**config.mk**
```make
export PLATFORM = sky130hd
export DESIGN_NAME = ssp_iq_serializer
export DESIGN_NICKNAME = d
export VERILOG_FILES = /design/src/rtl/hi_ssp_pkg.sv /design/src/rtl/ssp_bit_timer.sv /design/src/rtl/ssp_iq_serializer.sv
export SDC_FILE = /design/constraint.sdc
export NUM_CORES = 1
export LEC_CHECK = 0
export BUFFER_PORTS_ARGS = -buffer_cell sky130_fd_sc_hd__buf_2
export CAP_MARGIN = 5
export CORE_MARGIN = 3
export CORE_UTILIZATION = 55
export DETAILED_ROUTE_END_ITERATION = 12
export HOLD_SLACK_MARGIN = 0.1
export PLACE_DENSITY = 0.88
export SLEW_MARGIN = 20
export SYNTH_ARGS = -nofsm -noshare
export SYNTH_HDL_FRONTEND = slang
export SYNTH_HIERARCHICAL = 1
export SYNTH_SLANG_ARGS = --single-unit
```
**constraint.sdc**
```tcl
create_clock -name ck_1356meg -period 1.93 [get_ports ck_1356meg]
set_input_delay 0.193 -clock ck_1356meg [delete_from_list [all_inputs] [get_ports ck_1356meg]]
set_output_delay 0.193 -clock ck_1356meg [all_outputs]
set_load 0.02 [all_outputs]
```
**src/rtl/hi_ssp_pkg.sv**
```systemverilog
// Shared constants and FSM state type for the HF reader SSP I/Q serializer.
package hi_ssp_pkg;
  localparam int SSP_WORD_BITS = 16;
  localparam int CORR_WIDTH    = 8;

  typedef enum logic [1:0] {
    IDLE  = 2'd0,
    SHIFT = 2'd1,
    GAP   = 2'd2
  } ssp_state_e;
endpackage

```
**src/rtl/ssp_bit_timer.sv**
```systemverilog
// Bit-period divider: low phase then high phase of HALF_PERIOD cycles each,
// with a strobe on the last cycle of the high phase.
module ssp_bit_timer #(
  parameter int HALF_PERIOD = 1
) (
  input  logic ck_1356meg,
  input  logic rst_n,
  input  logic load,
  input  logic run,
  output logic phase,
  output logic bit_end
);
  localparam int CW = (HALF_PERIOD > 1) ? $clog2(HALF_PERIOD) : 1;
  localparam logic [CW-1:0] CNT_LAST = CW'(HALF_PERIOD - 1);

  logic [CW-1:0] cnt_q, cnt_d;
  logic          phase_q, phase_d;

  // Idle or restart parks the divider at the start of a low phase.
  always_comb begin
    cnt_d   = '0;
    phase_d = 1'b0;
    if (run && !load) begin
      if (cnt_q == CNT_LAST) begin
        cnt_d   = '0;
        phase_d = ~phase_q;
      end else begin
        cnt_d   = cnt_q + CW'(1);
        phase_d = phase_q;
      end
    end
  end

  always_ff @(posedge ck_1356meg or negedge rst_n) begin
    if (!rst_n) begin
      cnt_q   <= '0;
      phase_q <= 1'b0;
    end else begin
      cnt_q   <= cnt_d;
      phase_q <= phase_d;
    end
  end

  assign phase   = phase_q;
  assign bit_end = run && phase_q && (cnt_q == CNT_LAST);
endmodule

```
**src/rtl/ssp_iq_serializer.sv**
```systemverilog
// Serializes one I/Q correlation pair per report as a 16-bit SSP word, MSB first,
// through a one-word holding buffer with saturating drop accounting.
module ssp_iq_serializer
  import hi_ssp_pkg::*;
#(
  parameter int HALF_PERIOD = 1,
  parameter int GAP_CYCLES  = 2
) (
  input  logic                         ck_1356meg,
  input  logic                         rst_n,
  input  logic                         enable,
  input  logic signed [CORR_WIDTH-1:0] corr_i,
  input  logic signed [CORR_WIDTH-1:0] corr_q,
  input  logic                         corr_valid,
  output logic                         ssp_clk,
  output logic                         ssp_frame,
  output logic                         ssp_din,
  output logic                         busy,
  output logic                         overflow,
  output logic [7:0]                   drop_count
);
  localparam int BCW = $clog2(SSP_WORD_BITS);
  localparam logic [BCW-1:0] BIT_TOP = BCW'(SSP_WORD_BITS - 1);
  localparam int GW = (GAP_CYCLES > 1) ? $clog2(GAP_CYCLES) : 1;
  localparam logic [GW-1:0] GAP_LAST = GW'((GAP_CYCLES > 0) ? GAP_CYCLES - 1 : 0);

  ssp_state_e               state_q, state_d;
  logic [SSP_WORD_BITS-1:0] shreg_q, shreg_d;
  logic [SSP_WORD_BITS-1:0] hold_q, hold_d;
  logic [BCW-1:0]           bit_cnt_q, bit_cnt_d;
  logic [GW-1:0]            gap_cnt_q, gap_cnt_d;
  logic                     full_q, full_d;
  logic                     frame_q, frame_d;
  logic                     din_q, din_d;
  logic                     busy_q, busy_d;
  logic                     ovf_q, ovf_d;
  logic [7:0]               drop_q, drop_d;
  logic                     load;
  logic                     bit_end;
  logic                     phase;

  ssp_bit_timer #(.HALF_PERIOD(HALF_PERIOD)) u_timer (
    .ck_1356meg (ck_1356meg),
    .rst_n      (rst_n),
    .load       (load),
    .run        (state_q == SHIFT),
    .phase      (phase),
    .bit_end    (bit_end)
  );

  always_comb begin
    state_d   = state_q;
    shreg_d   = shreg_q;
    bit_cnt_d = bit_cnt_q;
    gap_cnt_d = gap_cnt_q;
    frame_d   = frame_q;
    din_d     = din_q;
    load      = 1'b0;
    case (state_q)
      IDLE: if (full_q) load = 1'b1;
      SHIFT: begin
        if (bit_end) begin
          frame_d = 1'b0;
          if (bit_cnt_q == '0) begin
            din_d     = 1'b0;
            bit_cnt_d = BIT_TOP;
            gap_cnt_d = '0;
            state_d   = (GAP_CYCLES > 0) ? GAP : IDLE;
          end else begin
            bit_cnt_d = bit_cnt_q - BCW'(1);
            shreg_d   = {shreg_q[SSP_WORD_BITS-2:0], 1'b0};
            din_d     = shreg_q[SSP_WORD_BITS-2];
          end
        end
      end
      GAP: begin
        if (gap_cnt_q == GAP_LAST) begin
          if (full_q && enable) load = 1'b1;
          else state_d = IDLE;
        end else begin
          gap_cnt_d = gap_cnt_q + GW'(1);
        end
      end
      default: state_d = IDLE;
    endcase
    if (load) begin
      shreg_d   = hold_q;
      din_d     = hold_q[SSP_WORD_BITS-1];
      frame_d   = 1'b1;
      bit_cnt_d = BIT_TOP;
      state_d   = SHIFT;
    end
    busy_d = (state_d != IDLE);
  end

  // A pair arriving on the drain edge refills the buffer; with enable low the buffer empties silently.
  always_comb begin
    hold_d = hold_q;
    full_d = full_q;
    ovf_d  = 1'b0;
    drop_d = drop_q;
    if (load || !enable) full_d = 1'b0;
    if (corr_valid && enable) begin
      if (!full_q || load) begin
        hold_d = {corr_i, corr_q};
        full_d = 1'b1;
      end else begin
        ovf_d = 1'b1;
        if (drop_q != 8'hFF) drop_d = drop_q + 8'd1;
      end
    end
  end

  always_ff @(posedge ck_1356meg or negedge rst_n) begin
    if (!rst_n) begin
      state_q   <= IDLE;
      shreg_q   <= '0;
      hold_q    <= '0;
      bit_cnt_q <= BIT_TOP;
      gap_cnt_q <= '0;
      full_q    <= 1'b0;
      frame_q   <= 1'b0;
      din_q     <= 1'b0;
      busy_q    <= 1'b0;
      ovf_q     <= 1'b0;
      drop_q    <= '0;
    end else begin
      state_q   <= state_d;
      shreg_q   <= shreg_d;
      hold_q    <= hold_d;
      bit_cnt_q <= bit_cnt_d;
      gap_cnt_q <= gap_cnt_d;
      full_q    <= full_d;
      frame_q   <= frame_d;
      din_q     <= din_d;
      busy_q    <= busy_d;
      ovf_q     <= ovf_d;
      drop_q    <= drop_d;
    end
  end

  assign ssp_clk    = phase;
  assign ssp_frame  = frame_q;
  assign ssp_din    = din_q;
  assign busy       = busy_q;
  assign overflow   = ovf_q;
  assign drop_count = drop_q;
endmodule
```
==> impl_metrics.env <==
export IMPL_wl_mm=4.387
export IMPL_grt_pass1_wl_mm=7.596
export IMPL_htree_num_levels=2
export IMPL_r2r_end="hold_q[14]"
export IMPL_r2r_slack_ns=0.14
export IMPL_gr_total_overflow=0
export IMPL_r2r_cells=4
export IMPL_grt_max_degree=38
export IMPL_rsz0062_at_grt="no"
export IMPL_synth_edff_count=0
export IMPL_worst_slack_ns=0.1378
export IMPL_drc=0
export IMPL_path_max_fanout=16
export IMPL_whs_ns=0.1065
export IMPL_status="completed"
export IMPL_maxSlewViolCount=0
export IMPL_nets=273
export IMPL_seq_area_um2=1306
export IMPL_clock_sinks=52
export IMPL_p_leak_nw=1.320
export IMPL_syn_area_per_cell_um2=11.25
export IMPL_core_area_um2=4086
export IMPL_maxCapViolations=0
export IMPL_cts_buffer_depth=2
export IMPL_vias=1634
export IMPL_worstSetupEndpoint="hold_q[14]"
export IMPL_total_power_w=0.003438
export IMPL_drt_first_iter_violations=151
export IMPL_endpoint_kind="register"
export IMPL_insertion_delay_ns=0.31
export IMPL_setup_viol=0
export IMPL_required_ns=2.12
export IMPL_multiInputGateArea_um2=993.5
export IMPL_yosys_top_cells_area="dfrtp_1 51%, nand2_1 6.6%, mux2_4 6.3%"
export IMPL_fill_cells=313
export IMPL_n_antenna_cell=0
export IMPL_fmax_mhz=558.0
export IMPL_cts_tree="done"
export IMPL_syn_to_final_growth_pct=14.38
export IMPL_via_per_inst=5.411
export IMPL_syn_area_um2=2375
export IMPL_crit_type="register to register"
export IMPL_cts_resized=0
export IMPL_cts_clk_slew_worst_paths_ns=0.11
export IMPL_die_area_um2=5142
export IMPL_drt_pre_antenna_iters=4
export IMPL_dieHeight_um=71.71
export IMPL_pin_count=33
export IMPL_period_share=0.9286
export IMPL_pre_cts_slack_ns=0.1246
export IMPL_layout_drive_gt1_share=0.3413
export IMPL_synth_top_flop_cell="dfrtp_1"
export IMPL_ys_ff_latch=52
export IMPL_crit_arrival_ns=1.99
export IMPL_cts_root_buf="clkbuf_8"
export IMPL_reg2reg_from="state_q[1]"
export IMPL_row_count=23
export IMPL_start_kind="register"
export IMPL_post_synth_num_cell_types=43
export IMPL_fin_crit_ns=1.792
export IMPL_die_x_um=71.71
export IMPL_hp_class="primary input to register"
export IMPL_yosys_area_top_type_share=0.5058
export IMPL_vdd_ir_drop_max_mv=0.9303
export IMPL_syn_inst=211
export IMPL_grt_pass1_vias=1655
export IMPL_routedWlPerCell_um=14.53
export IMPL_grtUsageTotal=0.1891
export IMPL_synth_top_area_cell="dfrtp_1"
export IMPL_fin_skew_ns=0.01206
export IMPL_place_gp_congestion=0.8592
export IMPL_power_density_nw_per_um2=1266
export IMPL_synth_async_reset_ratio=1.000
export IMPL_cts_buffers=5
export IMPL_worst_slew_pin_slew_ns=0.5114
export IMPL_grt_antenna_before_repair=0
export IMPL_portBuffers=32
export IMPL_ctsHoldBuffers=2
export IMPL_utilization=0.6647
export IMPL_yosysWarnings=6
export IMPL_detail_route_antenna_nets=0
export IMPL_initial_core_util=0.5811
export IMPL_ys_seq_area_frac=0.5501
export IMPL_dp_hpwl_mm=3.187
export IMPL_crit_path_start="state_q[1]"
export IMPL_synth_fp_nets=233
export IMPL_fin_tns_setup_ns=0
export IMPL_hold_viol_final=0
export IMPL_slew_headroom=0.6587
export IMPL_cts_setup_buffers=0
[cell usage after synthesis (3+ instances only)]
library cell  count
a21oi_1           3
nor3_2            4
dfstp_2           4
nor3b_2           4
nand3_1           4
a31oi_1          14
nor2_1           19
xor2_1            5
nand2_1          42
inv_1             6
mux2_2            6
buf_2             6
dfrtp_1          48
mux2_4           10
[how the worst min path moves through the flow]
stage                   start   endpoint  slack, ns  cells after the start
floorplan               rst_n       busy      -0.10                      0
global placement        rst_n  ssp_frame       0.13                      1
detailed placement      rst_n  ssp_frame       0.13                      1
CTS                 corr_q[3]  hold_q[3]       0.10                      2
global route        corr_q[5]  hold_q[5]       0.10                      2
finish              corr_q[3]  hold_q[3]       0.11                      2
[area by class of cell]
| cell class | instances | share of cell area |
|---|---|---|
| clock inverters | 3 | 0.009673 |
| repair buffers | 41 | 0.08567 |
| well taps | 50 | 0.02303 |
| multi-input cells | 144 | 0.3657 |
| flip-flops and latches | 52 | 0.4809 |
| clock buffers | 5 | 0.02533 |
| inverters | 7 | 0.009673 |
[layout by cell type, fill, tap and decap left out, drive strengths merged, types with 2 or more instances in the layout]
cell type,netlist,layout
dfrtp,48,48
nand2,42,42
buf,8,39
nor2,21,21
mux2,18,18
a31oi,14,14
inv,7,8
nor3,6,6
xor2,5,5
clkbuf,0,5
nand3,5,5
nor3b,4,4
dfstp,4,4
o21ai,4,4
a21oi,3,3
and3,2,2
o211ai,2,2
o21bai,2,2
ha,2,2
clkinvlp,0,2
dlygate4sd3,0,2
a211o,2,2
a21boi,2,2
[metrics by stage]
stage | instances | cell area [um^2]
6_report | 302 | 2716
5_1_grt | 302 | 2716
4_1_cts | 302 | 2716
3_5_place_dp | 292 | 2601
3_3_place_gp | 292 | 2601
2_1_floorplan | 211 | 2375
[state kept, by name, summed over array words and instances (netlist names)]
register,count
bit_cnt_q,4
drop_count,8
hold_q,16
gap_cnt_q,1
ssp_din,1
u_timer/phase,1
overflow,1
busy,1
ssp_frame,1
full_q,1
state_q,2
shreg_q,15
[per-layer routing]
layer | global-route usage | part of all wire | vias to the layer above
met3 | 0.05610 | 0.061 | 7
met4 | 0.06889 | 0.014 | 0
met1 | 0.2468 | 0.45 | 783
met2 | 0.3000 | 0.48 | 41
li1 | - | - | 803
met5 | 0 | 0 | -
[where the power goes]
part / internal, W / total [W] / switching (W) / leakage (nW)
clock: 0.000264 / 0.000638 / 0.000374 / 0.0423
combinational: 0.000491 / 0.00110 / 0.000604 / 0.654
sequential: 0.00147 / 0.00170 / 0.000240 / 0.624
[worst max-delay path: stages (launching register included)]
cell,delay (ns)
dfrtp_1,0.47
nor2b_4,0.18
o21ai_2,0.14
nand3_2,0.43
mux2_4,0.45
[logic make-up (layout without fill, tap and decap cells)]
group | after synthesis | count (layout) | synth area share
adders and majority gates | 2 | 2 | 0.01054
AOI/OAI and AO/OA | 32 | 32 | 0.09800
xor gates and xnor gates | 5 | 5 | 0.01844
buffers and inverters | 15 | 56 | 0.03161
DFF | 52 | 52 | 0.5501
muxes | 18 | 18 | 0.1012
and+or+nand+nor | 87 | 87 | 0.1902
No activity file was read; power rests on OpenSTA's default activity.
